--- src/rtl/dm_port_ctrl.sv ---
// dm_port_ctrl: data-memory port controller with a posted store buffer.
//
// The CPU side issues level loads (MemRead_IN) and one-cycle store pulses
// (MemWrite_IN). Stores go into a FIFO store buffer. The buffer drains ahead
// of loads, so a load always sees every store issued before it. Every SRAM
// transaction waits LAT cycles first. Partial stores use a read-modify-write
// sequence. Byte lanes are big-endian: offset 0 is bits [31:24].
//
// Ports
//   CLK, RESET          clock, asynchronous active-high reset
//   MemRead_IN          level load request, held until DataValid_OUT
//   MemWrite_IN         one-cycle store pulse
//   MemFlush_IN         one-cycle flush request
//   Address_IN          byte address; bits [ADDR_W+1:2] select the SRAM word
//   WriteData_IN        store data; the low n bytes are used
//   WriteSize_IN        0=word, 1=byte, 2=half, 3=three bytes
//   ReadData_OUT        last loaded word; holds until the next load completes
//   DataValid_OUT       one-cycle load-complete pulse
//   Busy_OUT            store buffer full
//   FlushDone_OUT       one-cycle pulse when a requested flush has drained
//   Overflow_OUT        sticky: a store was dropped because the buffer was full
//   sram_en/we/addr/wdata, sram_rdata
//                       single-port SRAM; read data arrives the cycle after en
module dm_port_ctrl #(
    parameter int ADDR_W   = 10,
    parameter int LAT      = 2,
    parameter int WB_DEPTH = 4
) (
    input  logic              CLK,
    input  logic              RESET,
    input  logic              MemRead_IN,
    input  logic              MemWrite_IN,
    input  logic              MemFlush_IN,
    input  logic [31:0]       Address_IN,
    input  logic [31:0]       WriteData_IN,
    input  logic [1:0]        WriteSize_IN,
    output logic [31:0]       ReadData_OUT,
    output logic              DataValid_OUT,
    output logic              Busy_OUT,
    output logic              FlushDone_OUT,
    output logic              Overflow_OUT,
    output logic              sram_en,
    output logic              sram_we,
    output logic [ADDR_W-1:0] sram_addr,
    output logic [31:0]       sram_wdata,
    input  logic [31:0]       sram_rdata
);

    localparam int PW = (WB_DEPTH > 1) ? $clog2(WB_DEPTH) : 1;
    localparam int CW = $clog2(WB_DEPTH + 1);

    typedef struct packed {
        logic [ADDR_W+1:0] addr;
        logic [31:0]       data;
        logic [1:0]        size;
    } sb_entry_t;

    typedef enum logic [2:0] {
        IDLE, WAIT, RD, RDCAP, RMW_RD, RMW_MRG, WR, RESP
    } state_t;

    state_t state, state_d;

    // Only the word-address bits and the byte offset are used.
    logic unused_addr_hi;
    assign unused_addr_hi = ^Address_IN[31:ADDR_W+2];

    // ------------------------------------------------------------------
    // Store buffer
    // ------------------------------------------------------------------
    sb_entry_t         sb_mem [WB_DEPTH];
    logic [PW-1:0]     wr_ptr, rd_ptr;
    logic [CW-1:0]     count;
    logic              full, empty, enq, deq;
    sb_entry_t         head;

    assign full  = (count == CW'(WB_DEPTH));
    assign empty = (count == '0);
    assign enq   = MemWrite_IN && !full;
    assign deq   = (state == WR);
    assign head  = sb_mem[rd_ptr];

    function automatic logic [PW-1:0] ptr_inc(input logic [PW-1:0] p);
        return (p == PW'(WB_DEPTH - 1)) ? '0 : p + 1'b1;
    endfunction

    // A store needs the old word unless it covers all four bytes.
    function automatic logic needs_rmw(input logic [1:0] size, input logic [1:0] off);
        return (size != 2'd0) || (off != 2'd0);
    endfunction

    always_ff @(posedge CLK) begin
        if (enq)
            sb_mem[wr_ptr] <= '{addr: Address_IN[ADDR_W+1:0],
                                data: WriteData_IN,
                                size: WriteSize_IN};
    end

    always_ff @(posedge CLK or posedge RESET) begin
        if (RESET) begin
            wr_ptr <= '0;
            rd_ptr <= '0;
            count  <= '0;
        end else begin
            if (enq) wr_ptr <= ptr_inc(wr_ptr);
            if (deq) rd_ptr <= ptr_inc(rd_ptr);
            case ({enq, deq})
                2'b10:   count <= count + 1'b1;
                2'b01:   count <= count - 1'b1;
                default: count <= count;
            endcase
        end
    end

    // ------------------------------------------------------------------
    // Transaction registers
    // ------------------------------------------------------------------
    logic [ADDR_W+1:0] op_addr;
    logic [31:0]       op_data;
    logic [1:0]        op_size;
    logic              op_load;
    logic [31:0]       wr_word;
    logic [3:0]        wait_cnt;
    logic              wait_done;
    logic              take_store, take_load;
    logic              flush_pend, flush_fire;
    logic [31:0]       merged;
    int                mrg_n, mrg_off;

    assign wait_done = (wait_cnt == 4'(LAT - 1));

    // Lay the low mrg_n bytes of op_data, MSB first, over the old word
    // starting at the byte offset. Bytes that would land past offset 3 are
    // discarded.
    always_comb begin
        merged  = sram_rdata;
        mrg_n   = (op_size == 2'd0) ? 4 : int'(op_size);
        mrg_off = int'(op_addr[1:0]);
        for (int o = 0; o < 4; o++) begin
            if (o >= mrg_off && o < mrg_off + mrg_n)
                merged[8*(3-o) +: 8] = op_data[8*(mrg_n-1-(o-mrg_off)) +: 8];
        end
    end

    // ------------------------------------------------------------------
    // FSM
    // ------------------------------------------------------------------
    always_ff @(posedge CLK or posedge RESET) begin
        if (RESET) state <= IDLE;
        else       state <= state_d;
    end

    always_comb begin
        state_d       = state;
        take_store    = 1'b0;
        take_load     = 1'b0;
        sram_en       = 1'b0;
        sram_we       = 1'b0;
        DataValid_OUT = 1'b0;
        flush_fire    = flush_pend && (state == IDLE) && empty;
        case (state)
            IDLE: begin
                if (!empty) begin
                    take_store = 1'b1;
                    if (LAT == 0)
                        state_d = needs_rmw(head.size, head.addr[1:0]) ? RMW_RD : WR;
                    else
                        state_d = WAIT;
                end else if (MemRead_IN && !MemWrite_IN) begin
                    // A store arriving this cycle must reach SRAM first.
                    take_load = 1'b1;
                    state_d   = (LAT == 0) ? RD : WAIT;
                end
            end
            WAIT: begin
                if (wait_done) begin
                    if (op_load)
                        // A store posted while the load waited would be
                        // bypassed; give up and let IDLE drain it first. The
                        // held MemRead_IN reissues the load.
                        state_d = (empty && !MemWrite_IN) ? RD : IDLE;
                    else
                        state_d = needs_rmw(op_size, op_addr[1:0]) ? RMW_RD : WR;
                end
            end
            RD: begin
                sram_en = 1'b1;
                state_d = RDCAP;
            end
            RDCAP:   state_d = RESP;
            RESP: begin
                DataValid_OUT = 1'b1;
                state_d       = IDLE;
            end
            RMW_RD: begin
                sram_en = 1'b1;
                state_d = RMW_MRG;
            end
            RMW_MRG: state_d = WR;
            WR: begin
                sram_en = 1'b1;
                sram_we = 1'b1;
                state_d = IDLE;
            end
            default: state_d = IDLE;
        endcase
    end

    always_ff @(posedge CLK or posedge RESET) begin
        if (RESET) begin
            wait_cnt     <= '0;
            op_addr      <= '0;
            op_data      <= '0;
            op_size      <= '0;
            op_load      <= 1'b0;
            wr_word      <= '0;
            ReadData_OUT <= '0;
            flush_pend   <= 1'b0;
            Overflow_OUT <= 1'b0;
        end else begin
            wait_cnt <= (state == WAIT) ? wait_cnt + 4'd1 : 4'd0;
            if (take_store) begin
                op_addr <= head.addr;
                op_data <= head.data;
                op_size <= head.size;
                op_load <= 1'b0;
                wr_word <= head.data;
            end
            if (take_load) begin
                op_addr <= Address_IN[ADDR_W+1:0];
                op_load <= 1'b1;
            end
            if (state == RDCAP)   ReadData_OUT <= sram_rdata;
            if (state == RMW_MRG) wr_word      <= merged;
            flush_pend   <= MemFlush_IN || (flush_pend && !flush_fire);
            Overflow_OUT <= Overflow_OUT || (MemWrite_IN && full);
        end
    end

    assign Busy_OUT      = full;
    assign FlushDone_OUT = flush_fire;
    assign sram_addr     = op_addr[ADDR_W+1:2];
    assign sram_wdata    = wr_word;

endmodule
--- config.mk ---
export PLATFORM = sky130hd
export DESIGN_NAME = dm_port_ctrl
export DESIGN_NICKNAME = d
export VERILOG_FILES = /design/src/rtl/dm_port_ctrl.sv
export SDC_FILE = /design/constraint.sdc
export NUM_CORES = 1
export LEC_CHECK = 0
export ABC_AREA = 1
export CAP_MARGIN = 20
export CORE_ASPECT_RATIO = 1.25
export CORE_MARGIN = 1.5
export CORE_UTILIZATION = 55
export DETAILED_ROUTE_END_ITERATION = 7
export HOLD_SLACK_MARGIN = 0.06
export PLACE_DENSITY = 0.8
export SLEW_MARGIN = 20
export SYNTH_ARGS = -nofsm -noshare
export SYNTH_HDL_FRONTEND = slang
export SYNTH_SLANG_ARGS = --single-unit
--- constraint.sdc ---
create_clock -name CLK -period 4.83 [get_ports CLK]
set_clock_uncertainty 0.1 [all_clocks]
set_input_delay 0.966 -clock CLK [delete_from_list [all_inputs] [get_ports CLK]]
set_output_delay 0.966 -clock CLK [all_outputs]
set_load 0.005 [all_outputs]
==> flow_summary.toml <==
[floorplanning]
num_rows = 65
die_h_um = 182
floorplan.io_pins = 183
start_util_pct = 55.9
die_w_um = 146
core_mm2 = 0.0252
fp.dieArea_mm2 = 0.0266

[critical_path]
critical-path-slowest-cell = "sky130_fd_sc_hd__fa_1"
worst_setup_path_start_kind = "register"
timing.setup.critical_path_class = "register to register"
timing.critical_path.mode_cell = "sky130_fd_sc_hd__nor2_1"
worstPathCellList = "inv_1, ha_1, nor2_1, ha_2, fa_1, inv_1, nand3_1, nand2_1, nor2_1, nand2_1, nor2_1, nor2_1, nor2_1"
crit_arrival_ps = 3790
cp_max_fo = 24
critical_path_required_ps = 5210
rr_endpoint = "sram_wdata[23]"
setup.worst_path.start = "op_size[1]"
r2r-start = "op_size[1]"
worstSetupEndpoint = "sram_wdata[23]"
worstSetupEndpointType = "register"
timing.critical_path.slowest_cell_delay_ps = 720
r2r.worst_path.cells = 13
reg2reg_slack_ps = 1410

[cts]
clk_path_buf_depth = 3
post-cts-setup-buffers = 0
cts_max_level = 1
cts_made_buffers = 28
clock_tree.root_cell = "sky130_fd_sc_hd__clkbuf_16"
post_cts_resized = 0
cts_hold_buf = 0
clk_latency_ps = 550
tritoncts_clock_tree = "built"
worst_path_clk_slew_ps = 60
cts_sinks = 311

[layout]
nNetsFinal = 1629
layout-area-overhead-vs-synth_pct = 18.9
insertedDiodeCount = 0
post_layout_nonfiller_instances = 1856
drive_above_1_share_pct = 7.82
fillers = 1922

[sta]
slew_headroom_pct = 30.1
layout_worst_path_cycle_share_pct = 70.7
final-hold-violation-count = 0
worst_slack_ps = 1410
final-setup-viol-count = 0
finalHoldWorstSlack_ps = 371
clock.fmax_ghz = 0.293
finalWorstPathRequiredPeriod_ps = 3420
final_max_slew_viol_count = 0
finalSetupTns_ps = 0
worst_pin_slew_ps = 1050
grt_setup_unrepaired = "false"

[synthesis]
synth_largest_type_area_fraction_pct = 39.2
avgSynthCellArea_um2 = 10.3
count_leader_synth = "sky130_fd_sc_hd__nand2_1"
synth.net_count = 1501
synth_cell_type_count = 42
synth-main-ff-cell = "sky130_fd_sc_hd__edfxtp_1"
synth_commonest_cells = "sky130_fd_sc_hd__nand2_1 (273), sky130_fd_sc_hd__nor2_1 (190), sky130_fd_sc_hd__edfxtp_1 (184)"
syn_inst = 1371
synth_seq_area_share_pct = 61.8
yosys_warnings = 0
netlist.top_cell.by_area = "sky130_fd_sc_hd__edfxtp_1"
synth.area.top_cells = "sky130_fd_sc_hd__edfxtp_1 (39%), sky130_fd_sc_hd__dfrtp_1 (23%), sky130_fd_sc_hd__nand2_1 (7.3%), sky130_fd_sc_hd__o21ai_0 (5.3%), sky130_fd_sc_hd__nor2_1 (5.1%)"
post_synth_instance_area_mm2 = 0.0141
synth_edf_count = 184
async_set_or_reset_register_ratio_after_synthesis_pct = 40.8
yosys_register_bits = 311

[grt]
via_count_of_the_first_global_routing_pass = 9714
grt_util_all_layers_pct = 24.4
grt_start_max_net_pins = 106
grt-ovfl-total = 0
grt_first_pass_wirelength_mm = 51.4
grt_antenna_before_repair = 0

[drt]
drc = 0
route.detailed.wl_per_inst_um = 17.4
firstDrtPassIters = 5
via_per_inst = 5.44
postRouteWirelength_mm = 32.4
route.antenna.remaining_nets = 0
drt_first_iter_violations = 951
num_vias = 10100

[placed_design]
detailedPlacementHpwl_mm = 21.6
dp_worst_setup_slack_ps = 1360
port_buffers = 162
cell_count_after_placement = 1804
place_congestion = 0.886

[power]
max-vdd-ir-drop_uv = 403
cellLeakagePower_nw = 6.77
pwr_dens_mw_per_mm2 = 755

[run_status]
outcome = "finished, final reports clean"

[hold_path]
timing.hold.worst.class = "register to register"

[job]
max_cap_violations = 0
[metrics by stage]
step,instance area [um^2],total power [mW],util [%]
floorplan,14100,8.49,-
global placement,15800,10.2,62.6
detailed placement,15800,10.3,62.6
CTS,16700,12.7,66.4
global route,16700,13.6,66.4
finish,16700,12.6,66.4
[worst max-delay path, delay by kind of cell, from the launching register on]
family        cells  cell delay (ps)
flops             1              410
simple gates      8              990
fa+ha+maj         3             1330
buf+inv           2              520
[registers in the layout, summed over array words and instances, names as in the netlist, 3 cells and up]
name,cells
state,3
op_addr,12
sram_wdata,32
count,3
ReadData_OUT,32
sb_mem,184
op_data,32
wait_cnt,4
[report_power, final]
part	leakage [nW]	internal (mW)	total (mW)	switching (mW)
Combinational	3.11	2.35	6.26	3.91
Clock	0.458	1.34	2.30	0.961
Sequential	3.20	3.70	4.08	0.377
[worst min-delay path by stage]
stage,start,end,slack (ps),depth (start not counted)
final,Overflow_OUT,Overflow_OUT,370,1
after global placement,Overflow_OUT,Overflow_OUT,340,1
after global routing,Overflow_OUT,Overflow_OUT,390,1
after detailed placement,Overflow_OUT,Overflow_OUT,360,1
after CTS,Overflow_OUT,Overflow_OUT,380,1
after floorplan,Overflow_OUT,Overflow_OUT,350,1
[layer usage]
| metal | wire (um) | GRT usage, % | part of all wire (%) | vias up |
|---|---|---|---|---|
| li1 | - | - | - | 4880 |
| met1 | 13100 | 32.0 | 40 | 4773 |
| met2 | 16000 | 41.0 | 49 | 370 |
| met3 | 2250 | 3.57 | 6.9 | 68 |
| met4 | 1110 | 9.98 | 3.4 | 0 |
| met5 | 0 | 0 | 0 | - |
[area by class of cell]
| type | count | area, um^2 | share of cell area [%] |
|---|---|---|---|
| tap | 335 | 419 | 2.50 |
| timing repair buffer | 177 | 1750 | 10.4 |
| sequential | 311 | 8700 | 52.0 |
| clock inverter | 15 | 181 | 1.08 |
| multi-input combinational | 894 | 4590 | 27.4 |
| inverter | 87 | 333 | 1.99 |
| clock buffer | 37 | 776 | 4.63 |
[cell usage in the layout, fill, tap and decap left out, types with 2 or more instances in the layout]
master / synthesis / layout
sky130_fd_sc_hd__a21oi_1: 56 / 56
sky130_fd_sc_hd__a22oi_1: 10 / 10
sky130_fd_sc_hd__and2_1: 4 / 4
sky130_fd_sc_hd__and3_1: 16 / 16
sky130_fd_sc_hd__buf_4: 21 / 14
sky130_fd_sc_hd__bufinv_16: 0 / 4
sky130_fd_sc_hd__clkbuf_1: 17 / 6
sky130_fd_sc_hd__clkbuf_16: 0 / 29
sky130_fd_sc_hd__clkbuf_8: 0 / 2
sky130_fd_sc_hd__clkdlybuf4s50_1: 0 / 162
sky130_fd_sc_hd__clkinv_1: 2 / 6
sky130_fd_sc_hd__clkinv_2: 1 / 4
sky130_fd_sc_hd__clkinvlp_4: 0 / 3
sky130_fd_sc_hd__dfrtp_1: 127 / 126
sky130_fd_sc_hd__edfxtp_1: 184 / 184
sky130_fd_sc_hd__fa_1: 6 / 6
sky130_fd_sc_hd__ha_1: 21 / 20
sky130_fd_sc_hd__inv_1: 77 / 76
sky130_fd_sc_hd__inv_2: 6 / 6
sky130_fd_sc_hd__inv_4: 1 / 2
sky130_fd_sc_hd__mux2_2: 32 / 32
sky130_fd_sc_hd__nand2_1: 273 / 273
sky130_fd_sc_hd__nand2_2: 6 / 6
sky130_fd_sc_hd__nand2_4: 3 / 3
sky130_fd_sc_hd__nand3_1: 76 / 76
sky130_fd_sc_hd__nor2_1: 190 / 186
sky130_fd_sc_hd__nor2_4: 1 / 5
sky130_fd_sc_hd__o211ai_1: 17 / 17
sky130_fd_sc_hd__o21ai_0: 150 / 150
sky130_fd_sc_hd__o21ai_1: 3 / 3
sky130_fd_sc_hd__o21bai_1: 2 / 2
sky130_fd_sc_hd__o22ai_1: 13 / 13
sky130_fd_sc_hd__xnor2_1: 3 / 3
sky130_fd_sc_hd__xor2_1: 3 / 3
[cell families after synthesis]
| family | share of synthesized area, % |
|---|---|
| simple gates | 16.8 |
| compound gates | 9.73 |
| xor+xnor | 0.489 |
| fa+ha+maj | 2.72 |
| mux | 2.56 |
| buf+inv | 5.90 |
| flops | 61.8 |
No activity file was read; power rests on OpenSTA's default activity.
